[config.mk]
export PLATFORM = sky130hd
export DESIGN_NAME = pipeadc_dec
export DESIGN_NICKNAME = d
export VERILOG_FILES = /design/src/rtl/pipeadc_pkg.sv /design/src/rtl/pipeadc_delay_line.sv /design/src/rtl/pipeadc_dec.sv
export SDC_FILE = /design/constraint.sdc
export NUM_CORES = 1
export LEC_CHECK = 0
export ABC_CLOCK_PERIOD_IN_PS = 2270
export CORE_AREA = 2 2 39 41
export CTS_BUF_LIST = sky130_fd_sc_hd__clkbuf_16
export DETAILED_ROUTE_END_ITERATION = 7
export DIE_AREA = 0 0 41 43
export SLEW_MARGIN = 40
export SYNTH_ARGS = -nofsm -noshare
export SYNTH_HDL_FRONTEND = slang
export SYNTH_HIERARCHICAL = 1
export SYNTH_SLANG_ARGS = --single-unit
[constraint.sdc]
create_clock -name clk_i -period 2.27 [get_ports clk_i]
set_clock_uncertainty 0.1 [all_clocks]
set_input_delay 0.5675 -clock clk_i [delete_from_list [all_inputs] [get_ports clk_i]]
set_output_delay 0.5675 -clock clk_i [all_outputs]
set_load 0.005 [all_outputs]
[src/rtl/pipeadc_pkg.sv]
// Shared constants and helpers for the pipelined-ADC digital correction stage.
package pipeadc_pkg;

    localparam int STAGE_CODE_W = 2;

    typedef logic [STAGE_CODE_W-1:0] stage_code_t;

    localparam stage_code_t CODE_ILLEGAL = 2'b11;
    localparam stage_code_t CODE_MAX     = 2'd2;

    // A 1.5-bit stage can only legally produce 0..2; an out-of-range code is
    // clamped to the largest legal value so the sum stays within range.
    function automatic stage_code_t legalize_code(input stage_code_t code);
        return (code == CODE_ILLEGAL) ? CODE_MAX : code;
    endfunction

endpackage

[src/rtl/pipeadc_delay_line.sv]
// Fixed-depth register delay line with synchronous active-low reset.
// DEPTH = 0 degenerates to a plain wire.
module pipeadc_delay_line
    import pipeadc_pkg::*;
#(
    parameter int WIDTH = 1,
    parameter int DEPTH = 1
) (
    input  logic             clk,
    input  logic             rst_n,
    input  logic [WIDTH-1:0] d,
    output logic [WIDTH-1:0] q
);

    generate
        if (DEPTH == 0) begin : g_pass
            logic unused_ctrl;
            assign unused_ctrl = clk ^ rst_n;
            assign q = d;
        end else begin : g_regs
            logic [WIDTH-1:0] taps [DEPTH];

            // Shift the input one tap per cycle; reset flushes every tap.
            always_ff @(posedge clk) begin
                if (!rst_n) begin
                    for (int i = 0; i < DEPTH; i++) begin
                        taps[i] <= '0;
                    end
                end else begin
                    taps[0] <= d;
                    for (int i = 1; i < DEPTH; i++) begin
                        taps[i] <= taps[i-1];
                    end
                end
            end

            assign q = taps[DEPTH-1];
        end
    endgenerate

endmodule

[src/rtl/pipeadc_dec.sv]
// Pipelined-ADC error correction: time-aligns the skewed stage codes and the
// flash code of each sample, adds them with 1-bit overlap and registers the
// corrected word together with a valid strobe and a sticky illegal-code flag.
module pipeadc_dec
    import pipeadc_pkg::*;
#(
    parameter  int N_STAGES   = 2,
    parameter  int FLASH_BITS = 1,
    localparam int OUT_BITS   = N_STAGES + FLASH_BITS
) (
    input  logic                               clk_i,
    input  logic                               rst_ni,
    input  logic                               en_i,
    input  logic [STAGE_CODE_W*N_STAGES-1:0]   stage_code_i,
    input  logic [FLASH_BITS-1:0]              flash_code_i,
    input  logic                               clr_err_i,
    output logic [OUT_BITS-1:0]                data_o,
    output logic                               valid_o,
    output logic                               err_o
);

    localparam int SUM_W = OUT_BITS + 1;

    stage_code_t        aligned_code [N_STAGES];
    logic               aligned_valid;
    logic [SUM_W-1:0]   sum;
    logic               code_bad;
    logic               illegal_hit;
    logic               unused_sum_msb;

    // Stage k arrives k cycles after stage 0, so it needs N_STAGES-k delays to
    // line up with the flash code, which arrives last and is used directly.
    genvar k;
    generate
        for (k = 0; k < N_STAGES; k++) begin : g_align
            pipeadc_delay_line #(
                .WIDTH (STAGE_CODE_W),
                .DEPTH (N_STAGES - k)
            ) u_code_dly (
                .clk   (clk_i),
                .rst_n (rst_ni),
                .d     (stage_code_i[STAGE_CODE_W*k +: STAGE_CODE_W]),
                .q     (aligned_code[k])
            );
        end
    endgenerate

    pipeadc_delay_line #(
        .WIDTH (1),
        .DEPTH (N_STAGES)
    ) u_valid_dly (
        .clk   (clk_i),
        .rst_n (rst_ni),
        .d     (en_i),
        .q     (aligned_valid)
    );

    // Overlap-add the aligned codes: earlier stages carry more weight, each
    // stage overlapping the next by one bit; also spot any illegal code.
    always_comb begin
        sum      = SUM_W'(flash_code_i);
        code_bad = 1'b0;
        for (int i = 0; i < N_STAGES; i++) begin
            sum = sum + (SUM_W'(legalize_code(aligned_code[i])) << (FLASH_BITS + N_STAGES - 2 - i));
            if (aligned_code[i] == CODE_ILLEGAL) begin
                code_bad = 1'b1;
            end
        end
    end

    assign illegal_hit    = aligned_valid & code_bad;
    assign unused_sum_msb = sum[OUT_BITS];

    // Output register loads only for valid samples so gaps hold the last
    // word; the error flag is sticky and a new illegal code beats a clear.
    always_ff @(posedge clk_i) begin
        if (!rst_ni) begin
            data_o  <= '0;
            valid_o <= 1'b0;
            err_o   <= 1'b0;
        end else begin
            valid_o <= aligned_valid;
            if (aligned_valid) begin
                data_o <= sum[OUT_BITS-1:0];
            end
            if (illegal_hit) begin
                err_o <= 1'b1;
            end else if (clr_err_i) begin
                err_o <= 1'b0;
            end
        end
    end

endmodule

Word-level counts from Yosys, hierarchy flattened
Memory sizes are Yosys's and may differ from the RTL's.
Index checks and enable logic that the tools add are counted.
{"block": "totals", "in_bits": 9, "latch_bits": 0, "elab_cells": 31, "ram_bits": 8, "mem_count": 3, "romBits": 0, "reg_bits": 5}
{"block": "op_classes", "n_reduce_logical": 2, "muxes": 14, "shift": 0, "mul": 0, "bitwise_logic": 5, "addsub": 2, "n_eq_ne": 2, "order_cmp": 0, "div": 0}
{"memory": "g_align[0].u_code_dly.g_regs.taps", "words": 2, "width": 2, "rd": 2, "rd_clocked_by_memory_dff": 0, "write_ports": 2, "line": "pipeadc_delay_line.sv:21", "rtl": "logic [WIDTH-1:0] taps [DEPTH];"}
{"memory": "g_align[1].u_code_dly.g_regs.taps", "words": 1, "width": 2, "rd": 1, "rd_clocked_by_memory_dff": 0, "write_ports": 1, "line": "pipeadc_delay_line.sv:21"}
{"memory": "u_valid_dly.g_regs.taps", "words": 2, "width": 1, "rd": 2, "rd_clocked_by_memory_dff": 0, "write_ports": 2, "line": "pipeadc_delay_line.sv:21"}
{"operator": "2-to-1 mux 2 bit", "n": 5}
{"operator": "2-to-1 mux 1 bit", "n": 9}
{"operator": "equality test 2 bit, second input constant", "n": 2}
{"operator": "bitwise OR 1 bit", "n": 4}
{"operator": "adder 1 x 3 -> 3 bit", "n": 1}
{"operator": "adder 3 x 2 -> 3 bit", "n": 1}
{"operator": "nonzero test 2 bit", "n": 1}
{"operator": "OR reduction 2 bit", "n": 1}
{"operator": "bitwise AND 1 bit", "n": 1}

Depth between registers and ports, before layout
{"block": "depth", "word_depth": 5, "mapped_depth": 5, "ltp_nobuf": 5}

Cells and area by module
Netlist, hierarchy kept.
{"module": "pipeadc_dec", "area_each_um2": 231.5, "cells_per_inst": 21, "n_inst": 1, "seq_area_each_um2": 100.1}
{"module": "pipeadc_delay_line (g_align[0].u_code_dly)", "area_each_um2": 120.1, "cells_per_inst": 10, "n_inst": 1, "seq_area_each_um2": 80.1}
{"module": "pipeadc_delay_line (g_align[1].u_code_dly ...)", "area_each_um2": 52.6, "cells_per_inst": 4, "n_inst": 2, "seq_area_each_um2": 40.0}

Worst setup path after synthesis
Ideal clock, no wire load.
{"block": "synth_path", "path_type": "in2reg", "start": "input flash_code_i", "end": "register data_o[1]", "n_path_buf": 0, "setup_time_ps": 116, "t_arrival_ps": 1346, "cell_stages": 4, "path_slack_ps": 708, "path_cell_list": "ha_1 -> fa_1 -> mux2i_1 -> nor2b_1"}
{"block": "synth_between", "elab_chain_cells": 2}
{"element": "start: declaration", "line": "pipeadc_dec.sv:15", "rtl": "input logic [FLASH_BITS-1:0] flash_code_i,"}
{"element": "adder 1 x 3 -> 3 bit", "line": "pipeadc_dec.sv:64", "rtl": "sum = sum + (SUM_W'(legalize_code(aligned_code[i])) << (FLASH_BITS + N_STAGES - 2 - i));"}
{"element": "adder 3 x 2 -> 3 bit", "line": "pipeadc_dec.sv:64"}
{"element": "named net sum[1]", "line": "pipeadc_dec.sv:26", "rtl": "logic [SUM_W-1:0] sum;"}
{"element": "end signal: assignment", "line": "pipeadc_dec.sv:84", "rtl": "data_o <= sum[OUT_BITS-1:0];"}
{"element": "end: declaration", "line": "pipeadc_dec.sv:17", "rtl": "output logic [OUT_BITS-1:0] data_o,"}
The timed path passes the listed nets, and every way through them passes these cells.
A chain may end at the register's enable or synchronous reset.

Worst setup path in the final report
Same ends and word-level chain as after synthesis.

==> results_dict.tcl <==
set metrics [dict create \
    yosys_warnings 6 \
    grt_use_met2 0.1156 \
    r2r-end "data_o[1]$_SDFFE_PN0P_" \
    met3_usage 0.09424 \
    synth_largest_area_cell "dfxtp_1" \
    setup_viol 0 \
    grt_pass1_wl_um 1041 \
    status "finished, final reports clean" \
    yosysTopAreaCellShare 0.5699 \
    rows 14 \
    dp.cells 65 \
    critPathCaptureType "flip-flop" \
    cp_max_fo 1 \
    overflow 0 \
    ir_worst_vdd_mv 0.5376 \
    synth_edf_count 0 \
    post-route-period-util 0.7836 \
    grt_max_degree 14 \
    grt_util_met1 0.1122 \
    rsz0062_at_grt "no" \
    top_usage_layer "met2" \
    drt-initial-drc-count 1 \
    synth-main-ff-cell "dfxtp_1" \
    ctsResizeCount 0 \
    drive_above_1_share 0.09434 \
    ant_nets 0 \
    cts.clk_slew.worst_paths_ps 40 \
    required_ps 2300 \
    vias 286 \
    period_minus_slack_ps 1779 \
    path_class "in -> reg" \
    r2r_cells 5 \
    cts_max_path_buffers 2 \
    r2r_slack_ps 810 \
    cts-htree-levels 1 \
    fin_nets 65 \
    slew_violations 0 \
    start_kind "input port" \
    portBuffers 13 \
    area_growth_pct 46.30 \
    wl_per_cell_um 9.246 \
    tns_ps 0 \
    start_util 0.3300 \
    syn_nets 50 \
    wl_um 638 \
    cp.arrival_ps 1810 \
    yosysSeqAreaShare 0.5699 \
    syn_area_um2 456.7 \
    dp_hpwl_um 448.1 \
    pin_count 14 \
    core-area_um2 1384 \
    async_reset_ff_frac 0 \
    min_to "g_align[0].u_code_dly/g_regs.taps[0][2]$_SDFF_PN0_" \
    hp-start "g_align[0].u_code_dly/g_regs.taps[0][0]$_SDFF_PN0_" \
    fin_cells 69 \
    clock-sinks 13 \
    numCtsBuffers 3 \
    via_per_inst 4.145 \
    groute.usage.overall 0.09919 \
    r2r-start "g_align[1].u_code_dly/g_regs.taps[0][1]$_SDFF_PN0_" \
    clk_latency_ps 240 \
    min_path_cells 1 \
    fp.dieArea_um2 1763 \
    synth.most_common_cell "dfxtp_1" \
    antenna_found_initial 0 \
    drtPass1Iterations 4 \
    relSlewSlack 0.7583 \
    hold_buffers 0 \
    hold_path_class "reg -> reg" \
    power.leakage_nw 0.2690 \
    syn_inst 39 \
    fmax_mhz 562.2 \
    grt_pass1_vias 248 \
    antenna_cells 0 \
    cts_root_buf "clkbuf_16" \
    cts_tree "done" \
    synth_common_cells "13 x dfxtp_1, 8 x and2_1, 4 x nor2b_1" \
    synth_cell_types 15 \
    maxCapViolCount 0 \
    crit_start "flash_code_i" \
    fillerInstances 133 \
    drc_errors 0 \
    avgSynthCellArea_um2 11.71 \
    synth-seq-cells 13 \
    hold_viol 0 \
    post_cts_buffers 0 \
    ys_top_cells_by_area "dfxtp_1 57%, and2_1 11%, nor2b_1 5.5%, fa_1 4.4%, mux2i_1 4.4%" \
    gp_congestion 0.6003 \
    worst_pin_slew_ps 361.4 \
    die_h_um 43 \
    die_w_um 41 \
    fin_hold_ws_ps 323.3 \
    cellPowerDensity_nw_per_um2 906.9 \
]
-- where the power goes --
group	switching (W)	internal [W]	total, W
Clock	0.0000916	0.000234	0.000325
Combinational	0.0000106	0.0000263	0.0000370
Sequential	0.00000501	0.000239	0.000244
Total	0.000107	0.000499	0.000606
-- through the flow --
stage | total power [W] | utilization | setup WS [ps] | instance area (um^2)
final | 0.0006059 | 0.4828 | 491.3 | 668.1
after detailed placement | 0.0002855 | 0.4250 | 234.3 | 588.1
after global routing | 0.0006426 | 0.4828 | 416.9 | 668.1
after floorplan | 0.0002638 | - | 707.9 | 456.7
after global placement | 0.0002849 | 0.4250 | 243.3 | 588.1
after CTS | 0.0006165 | 0.4828 | 491.3 | 668.1
-- routing by layer --
metal  share of wire  vias to the layer above
met5               0                        -
met4           0.013                        0
met3           0.077                        2
met2            0.46                       13
met1            0.45                      121
li1                -                      150
-- final cells by class --
| cell class | count | area, um^2 | area share |
|---|---|---|---|
| Sequential cell | 13 | 260.3 | 0.3895 |
| Tap cell | 16 | 20.02 | 0.02996 |
| Inverter | 1 | 3.754 | 0.005618 |
| Timing Repair Buffer | 13 | 130.1 | 0.1948 |
| Multi-Input combinational cell | 22 | 173.9 | 0.2603 |
| Clock inverter | 1 | 5.005 | 0.007491 |
| Clock buffer | 3 | 75.07 | 0.1124 |
-- layout by cell type (no fill, tap or decap), types with 2 or more instances in the layout --
master           Yosys  layout
dfxtp_1             13      13
nor2b_1              4       4
clkdlybuf4s50_1      0      13
clkbuf_16            0       3
and2_1               8       8
mux2i_1              2       2
-- worst max-delay path by stage --
stage / slack, ps / to / cells after the start
finish: 490 / data_o[1]$_SDFFE_PN0P_ / 5
global route: 420 / data_o[1]$_SDFFE_PN0P_ / 5
CTS: 490 / data_o[2]$_SDFFE_PN0P_ / 5
detailed placement: 230 / data_o[1]$_SDFFE_PN0P_ / 5
global placement: 240 / data_o[2]$_SDFFE_PN0P_ / 5
floorplan: 710 / data_o[1]$_SDFFE_PN0P_ / 4
-- cell families after synthesis --
group | Yosys count | share of synthesized area
DFF | 13 | 0.5699
xor gates and xnor gates | 1 | 0.01918
AOI/OAI and AO/OA | 4 | 0.06300
and+or+nand+nor | 13 | 0.1836
buffers and inverters | 4 | 0.04929
muxes | 2 | 0.04384
adders and majority gates | 2 | 0.07123
-- registers in the layout, indices dropped and copies added (netlist names) --
name                            flops
data_o                              3
g_align.u_code_dly/g_regs.taps      6
u_valid_dly/g_regs.taps             2
err_o                               1
valid_o                             1
-- critical path: stages --
cell,delay (ps)
clkdlybuf4s50_1,410
ha_1,210
fa_1,430
mux2i_1,140
nor2b_1,60
Note: power is estimated with default switching activity, not from simulation.
